## src/rtl/operand_forward_stage.sv

```systemverilog
// -----------------------------------------------------------------------------
// operand_forward_stage
//
// ID/EX pipeline register with operand forwarding and load-use interlock.
//
// The stage captures the decoded instruction (valid, rd, write enable, load
// flag, source addresses and register-file read data) into the EX register.
// Operands presented to EX are then bypassed from the MEM or WB stage when
// those stages are about to write the register the EX instruction reads.
// Forwarding is combinational from the EX-held source addresses. A load in EX
// whose destination is read by the instruction in ID stalls ID for LOAD_LAT
// cycles. During that time bubbles are inserted into EX.
//
// Parameters
//   XLEN     operand data width
//   NUM_SRC  source operands per instruction (1..3)
//   REG_AW   register address width
//   LOAD_LAT stall cycles per load-use hazard (1..3)
//
// Ports
//   clk, rst            clock (rising edge), asynchronous active-high reset
//   id_valid            ID holds a valid instruction
//   id_rs_addr          source addresses, source i in slice i
//   id_rs_data          register-file read data, source i in slice i
//   id_rd/id_wen        destination register and its write enable
//   id_is_load          instruction is a load
//   id_ready            ID may advance this cycle
//   flush               kill the instruction entering EX
//   ex_valid/ex_rd/ex_wen/ex_is_load   registered EX control fields
//   ex_op               forwarded operands, source i in slice i
//   fwd_sel             per-source select: 00 register, 01 WB, 10 MEM
//   mem_valid/mem_wen/mem_rd/mem_result   MEM stage write port
//   wb_valid/wb_wen/wb_rd/wb_data         WB stage write port
// -----------------------------------------------------------------------------
module operand_forward_stage #(
  parameter int XLEN     = 32,
  parameter int NUM_SRC  = 2,
  parameter int REG_AW   = 5,
  parameter int LOAD_LAT = 1
) (
  input  logic                      clk,
  input  logic                      rst,
  input  logic                      id_valid,
  input  logic [NUM_SRC*REG_AW-1:0] id_rs_addr,
  input  logic [NUM_SRC*XLEN-1:0]   id_rs_data,
  input  logic [REG_AW-1:0]         id_rd,
  input  logic                      id_wen,
  input  logic                      id_is_load,
  output logic                      id_ready,
  input  logic                      flush,
  output logic                      ex_valid,
  output logic [REG_AW-1:0]         ex_rd,
  output logic                      ex_wen,
  output logic                      ex_is_load,
  output logic [NUM_SRC*XLEN-1:0]   ex_op,
  output logic [2*NUM_SRC-1:0]      fwd_sel,
  input  logic                      mem_valid,
  input  logic                      mem_wen,
  input  logic [REG_AW-1:0]         mem_rd,
  input  logic [XLEN-1:0]           mem_result,
  input  logic                      wb_valid,
  input  logic                      wb_wen,
  input  logic [REG_AW-1:0]         wb_rd,
  input  logic [XLEN-1:0]           wb_data
);

  // Value loaded into the stall counter when a hazard is first seen. The
  // hazard cycle itself is one stall cycle, so the counter only covers the
  // remaining LOAD_LAT-1 cycles.
  localparam logic [1:0] STALL_LOAD = 2'(LOAD_LAT - 1);

  // ID/EX register
  logic                      r_ex_valid;
  logic [REG_AW-1:0]         r_ex_rd;
  logic                      r_ex_wen;
  logic                      r_ex_is_load;
  logic [NUM_SRC*REG_AW-1:0] r_ex_rs_addr;
  logic [NUM_SRC*XLEN-1:0]   r_ex_opnd;
  logic [1:0]                r_stall_cnt;

  // Combinational helpers
  logic [NUM_SRC-1:0]        w_rs_match_ex;
  logic [NUM_SRC*XLEN-1:0]   w_capture_data;
  logic                      w_ex_load_writes;
  logic                      w_hz;
  logic                      w_id_ready;
  logic                      w_mem_writes;
  logic                      w_wb_writes;

  // Qualified write ports; register 0 never counts as a write.
  assign w_mem_writes = mem_valid & mem_wen & (mem_rd != '0);
  assign w_wb_writes  = wb_valid  & wb_wen  & (wb_rd  != '0);

  genvar gi;
  generate
    for (gi = 0; gi < NUM_SRC; gi++) begin : g_src
      logic [REG_AW-1:0] w_id_rs;
      logic [REG_AW-1:0] w_ex_rs;
      logic              w_wt_hit;
      logic              w_mem_hit;
      logic              w_wb_hit;

      assign w_id_rs = id_rs_addr[gi*REG_AW +: REG_AW];
      assign w_ex_rs = r_ex_rs_addr[gi*REG_AW +: REG_AW];

      // Hazard comparison against the EX destination. The x0 exclusion is
      // applied once on ex_rd in the hazard term.
      assign w_rs_match_ex[gi] = (w_id_rs == r_ex_rd);

      // Write-through: the register file is written by WB on the same edge
      // that EX captures, so its read data is stale; take wb_data instead.
      assign w_wt_hit = w_wb_writes & (wb_rd == w_id_rs);
      assign w_capture_data[gi*XLEN +: XLEN] =
        w_wt_hit ? wb_data : id_rs_data[gi*XLEN +: XLEN];

      // Bypass selection, MEM is younger than WB so it wins a double hit.
      assign w_mem_hit = w_mem_writes & (mem_rd == w_ex_rs);
      assign w_wb_hit  = w_wb_writes  & (wb_rd  == w_ex_rs);

      assign fwd_sel[2*gi +: 2] = w_mem_hit ? 2'b10 :
                                  w_wb_hit  ? 2'b01 : 2'b00;

      assign ex_op[gi*XLEN +: XLEN] = w_mem_hit ? mem_result :
                                      w_wb_hit  ? wb_data    :
                                      r_ex_opnd[gi*XLEN +: XLEN];
    end
  endgenerate

  // Load-use hazard: the load in EX produces its data too late to be
  // forwarded to the instruction now in ID.
  assign w_ex_load_writes = r_ex_valid & r_ex_is_load & r_ex_wen & (r_ex_rd != '0);
  assign w_hz             = id_valid & w_ex_load_writes & (|w_rs_match_ex);
  assign w_id_ready       = ~(w_hz | (r_stall_cnt != 2'd0));

  always_ff @(posedge clk or posedge rst) begin
    if (rst) begin
      r_ex_valid   <= 1'b0;
      r_ex_rd      <= '0;
      r_ex_wen     <= 1'b0;
      r_ex_is_load <= 1'b0;
      r_ex_rs_addr <= '0;
      r_ex_opnd    <= '0;
      r_stall_cnt  <= 2'd0;
    end else begin
      // Stall counter; flush abandons any stall in progress.
      if (flush) begin
        r_stall_cnt <= 2'd0;
      end else if (r_stall_cnt != 2'd0) begin
        r_stall_cnt <= r_stall_cnt - 2'd1;
      end else if (w_hz) begin
        r_stall_cnt <= STALL_LOAD;
      end

      // EX register: flush or stall inserts a bubble. The other fields of a
      // bubble are never looked at, so they simply hold.
      if (flush || !w_id_ready) begin
        r_ex_valid <= 1'b0;
      end else begin
        r_ex_valid   <= id_valid;
        r_ex_rd      <= id_rd;
        r_ex_wen     <= id_wen;
        r_ex_is_load <= id_is_load;
        r_ex_rs_addr <= id_rs_addr;
        r_ex_opnd    <= w_capture_data;
      end
    end
  end

  assign id_ready   = w_id_ready;
  assign ex_valid   = r_ex_valid;
  assign ex_rd      = r_ex_rd;
  assign ex_wen     = r_ex_wen;
  assign ex_is_load = r_ex_is_load;

endmodule

```

## config.mk

```make
export PLATFORM = sky130hd
export DESIGN_NAME = operand_forward_stage
export DESIGN_NICKNAME = d
export VERILOG_FILES = /design/src/rtl/operand_forward_stage.sv
export SDC_FILE = /design/constraint.sdc
export NUM_CORES = 1
export LEC_CHECK = 0
export BUFFER_PORTS_ARGS = -buffer_cell sky130_fd_sc_hd__buf_2
export CAP_MARGIN = 20
export CELL_PAD_IN_SITES_DETAIL_PLACEMENT = 1
export CELL_PAD_IN_SITES_GLOBAL_PLACEMENT = 1
export CORE_MARGIN = 2
export CORE_UTILIZATION = 37
export DETAILED_ROUTE_END_ITERATION = 8
export GPL_TIMING_DRIVEN = 0
export PLACE_DENSITY = 0.78
export SYNTH_ARGS = -nofsm -noshare
export SYNTH_HDL_FRONTEND = slang
export SYNTH_SLANG_ARGS = --single-unit
```

## constraint.sdc

```tcl
create_clock -name clk -period 2.8 [get_ports clk]
set_input_delay 0.28 -clock clk [delete_from_list [all_inputs] [get_ports clk]]
set_output_delay 0.28 -clock clk [all_outputs]
set_load 0.02 [all_outputs]
```

==> impl_metrics.csv <==
group,metric,value,unit
status,status,"complete, but fails checks",
status,violations_in_the_final_reports,"setup timing",
setup_path,cell_family_with_the_largest_share_of_critical_path_delay,"simple AND/OR/NAND/NOR gates",
yosys,combined_area_of_all_synthesized_cells,0.00617,mm2
sta,setup_slack,-0.0495,ns
yosys,synthArstFlopShare,1.00,
clocking,clkLatencyLatePin,0.35,ns
power_and_ir_drop,powerDensity,441,mW/mm2
route,drt_iter0_drc,220,
sta,setup_repair_after_global_routing_missed_its_margin,"true",
setup_path,critPathRequiredTime,2.52,ns
clocking,cts.clk_slew.worst_paths,0.06,ns
die,floorplan.initialDensity,0.375,
finish,post_route_cells_drive_above_1_share,0.452,
clocking,number_of_buffers_inserted_during_clock_tree_synthesis,9,
flow_run,cap_viol_max_count,0,
global_route,track_usage,0.247,
yosys,yosysWarnings,0,
route,route.detailed.drc,0,
route,route.detailed.vias_per_inst,5.25,
setup_path,reg_to_reg_critical_path_endpoint,"r_ex_opnd[2]",
die,core,0.0165,mm2
yosys,yosys_most_used_dff,"sky130_fd_sc_hd__dfrtp_1",
place,placement.cell_area,0.00764,mm2
sta,layout_min_cycle_time,2.85,ns
sta,timing_max_transition_violations_final,0,
yosys,avg_inst_size_synth,9.89,um2
setup_path,cell_count_along_the_critical_path,8,
power_and_ir_drop,max-vdd-ir-drop,0.000251,V
power_and_ir_drop,power.total,3.71,mW
setup_path,crit_path_top_cell_by_count,"sky130_fd_sc_hd__mux2_4",
finish,final_net_count,1042,
place,finalWeightedCongestion,0.808,
yosys,synthMostInstantiatedCell,"sky130_fd_sc_hd__nor2_1",
finish,syn_to_final_growth,36.2,%
global_route,grt_first_pass_wirelength,34100,um
route,ant_nets,0,
setup_path,path_buf_inv,3,
die,fp.dieW,133,um
die,ios,240,
yosys,postSynthNetCount,787,
setup_path,crit_path_cell_trace,"xor2_1, nor4_2, and3_1, buf_12, clkbuf_16, mux2_4, mux2_4, buf_6",
setup_path,timing.reg2reg.setup_slack,0.61,ns
yosys,synth-edff-count,0,
route,route.vias.total,5801,
yosys,yosys-top-cells-count,"sky130_fd_sc_hd__nor2_1, sky130_fd_sc_hd__dfrtp_1, sky130_fd_sc_hd__nand2_1, sky130_fd_sc_hd__a22oi_1, sky130_fd_sc_hd__mux2i_1",
die,die_h,133,um
global_route,grt_start_max_net_pins,47,
yosys,synth_seq_area_share,0.341,
clocking,clk_path_buf_depth,2,
setup_path,worst-setup-path-type,"flip-flop to output pin",
clocking,tritoncts,"done",
yosys,number_of_instances_in_the_synthesized_netlist,624,
route,avgRoutedWirePerCell,20.3,um
sta,worst_clock_skew,0.00754,ns
yosys,netlist-cell-type-count,32,
finish,sequential_cell_area,0.00210,mm2
setup_path,number_of_cells_traversed_by_the_worst_register_to_register_path,6,
finish,finalInstanceArea,0.00840,mm2
setup_path,cp_max_fo,7,
clocking,clock_sinks,84,
global_route,grt_overflow,0,
clocking,root_buffer,"sky130_fd_sc_hd__clkbuf_16",
sta,worst_slew_pin_slew,0.621,ns
place,portBuffers,234,
setup_path,cpMaxStageDelayCell,"sky130_fd_sc_hd__dfrtp_1",
setup_path,cp.arrival,2.57,ns
setup_path,crit_path_max_incr_delay,0.41,ns
finish,post-route-util,0.510,
yosys,synth_seq_cells,84,
sta,maxSlewHeadroom,0.586,
global_route,grt_pass1_vias,6162,
die,rows,47,
die,floorplan.die_area,0.0177,mm2
setup_path,cp-end-kind,"output pin",
route,drt_wl_total,22500,um
finish,multi_input_comb_area,0.00374,mm2
sta,timing.final.crit_share,1.02,
sta,hold_viol_final,0,
setup_path,setup.worst_path.start_class,"flip-flop",
finish,fill_cells,1930,
global_route,antenna_violations_before_repair,3,
yosys,synth.area.top_cells,"sky130_fd_sc_hd__dfrtp_1, sky130_fd_sc_hd__mux2_4, sky130_fd_sc_hd__mux2i_1",
clocking,h-tree-depth,3,
yosys,yosys.area.top_type_share,0.341,
power_and_ir_drop,power.static_leakage,4.42,nW
sta,final-setup-viol-count,21,
hold_path,min_path_type,"input port to asynchronous set/reset pin",
setup_path,r2r-start,"ex_rd[0]",
yosys,post-synth-top-area-cell,"sky130_fd_sc_hd__dfrtp_1",
sta,fmaxAchievable,351,MHz
route,drt_pass1_iterations,5,
place,detailedPlacementHpwl,16700,um
[worst max-delay path by stage]
stage	slack, ns	end	from
2_1_floorplan	0.35	ex_is_load	rst
3_3_place_gp	-0.80	r_ex_opnd[49]	rst
3_5_place_dp	0.20	ex_op[29]	wb_rd[1]
4_1_cts	0.005	ex_op[61]	r_ex_rs_addr[7]
5_1_grt	-0.12	ex_op[59]	r_ex_rs_addr[7]
6_report	-0.05	ex_op[60]	r_ex_rs_addr[7]
[layer usage]
layer / vias up / share of wire / global-route usage
li1: 2724 / - / -
met1: 2860 / 0.42 / 0.315
met2: 195 / 0.50 / 0.422
met3: 20 / 0.065 / 0.0578
met4: 2 / 0.010 / 0.0626
met5: - / 0.00058 / 0
[through the flow]
| stage | hold slack (ns) | TNS (ns) | cells | setup slack, ns |
|---|---|---|---|---|
| 2_1_floorplan | 0.392 | 0 | 624 | 0.355 |
| 3_3_place_gp | 0.497 | -67.03 | 1078 | -0.804 |
| 3_5_place_dp | 0.409 | 0 | 1079 | 0.205 |
| 4_1_cts | 0.0343 | 0 | 1098 | 0.00515 |
| 5_1_grt | 0.0625 | -3.04 | 1105 | -0.124 |
| 6_report | 0.0101 | -0.518 | 1105 | -0.0495 |
[power by group]
| part | leakage (nW) | internal, mW | switching [mW] | total [mW] |
|---|---|---|---|---|
| Sequential | 0.922 | 1.32 | 0.0784 | 1.40 |
| Clock | 0.138 | 0.674 | 0.517 | 1.19 |
| Combinational | 3.36 | 0.545 | 0.574 | 1.12 |
[placed cells by master, fill, tap and decap left out, types with 2 or more instances in the layout]
master                       instances
sky130_fd_sc_hd__xnor2_1            11
sky130_fd_sc_hd__or4_1               3
sky130_fd_sc_hd__mux2_4             75
sky130_fd_sc_hd__buf_2             221
sky130_fd_sc_hd__xor2_1             29
sky130_fd_sc_hd__nor3_1              7
sky130_fd_sc_hd__clkbuf_1            7
sky130_fd_sc_hd__a31oi_1            31
sky130_fd_sc_hd__and2_1              2
sky130_fd_sc_hd__buf_12              5
sky130_fd_sc_hd__nor4_2              3
sky130_fd_sc_hd__mux2_2              6
sky130_fd_sc_hd__clkbuf_2            3
sky130_fd_sc_hd__and3_1              2
sky130_fd_sc_hd__dfrtp_1            84
sky130_fd_sc_hd__clkinvlp_4          2
sky130_fd_sc_hd__inv_1               2
sky130_fd_sc_hd__buf_4              12
sky130_fd_sc_hd__mux2i_1            64
sky130_fd_sc_hd__nand2_1            67
sky130_fd_sc_hd__nand3_1             2
sky130_fd_sc_hd__nor2_1            102
sky130_fd_sc_hd__a22oi_1            65
sky130_fd_sc_hd__clkbuf_16          12
sky130_fd_sc_hd__buf_6              49
sky130_fd_sc_hd__nand4_1             3
sky130_fd_sc_hd__clkbuf_8            3
[logic make-up (layout without fill, tap and decap cells)]
family | after synthesis | count (layout) | synth area share
AO/OA/AOI/OAI | 101 | 101 | 0.118
XOR/XNOR | 40 | 40 | 0.0568
buffers and inverters | 59 | 319 | 0.0677
flip-flops | 84 | 84 | 0.341
multiplexers | 145 | 145 | 0.285
other | 0 | 1 | 0
AND/OR/NAND/NOR | 195 | 195 | 0.132
[timing repair]
action,CTS,global route
gates cloned,0,3
gates resized for setup,7,103
buffers inserted,3,3
pin swaps,2,2
hold buffers,0,0
setup endpoints to repair,60,51
[flip-flops by register name (all words and copies together), names as in the netlist]
name	count
ex_wen	1
r_ex_rs_addr	10
ex_valid	1
r_stall_cnt	2
ex_rd	5
ex_is_load	1
r_ex_opnd	64
[layout make-up]
| class | count | share of cell area |
|---|---|---|
| Timing Repair Buffer | 244 | 0.180 |
| Buffer | 56 | 0.0548 |
| Inverter | 3 | 0.00164 |
| Multi-Input combinational cell | 481 | 0.446 |
| Clock buffer | 13 | 0.0322 |
| Antenna cell | 1 | 0.000298 |
| Tap cell | 220 | 0.0328 |
| Sequential cell | 84 | 0.250 |
| Clock inverter | 3 | 0.00238 |
Note: power is estimated with default switching activity, not from simulation.
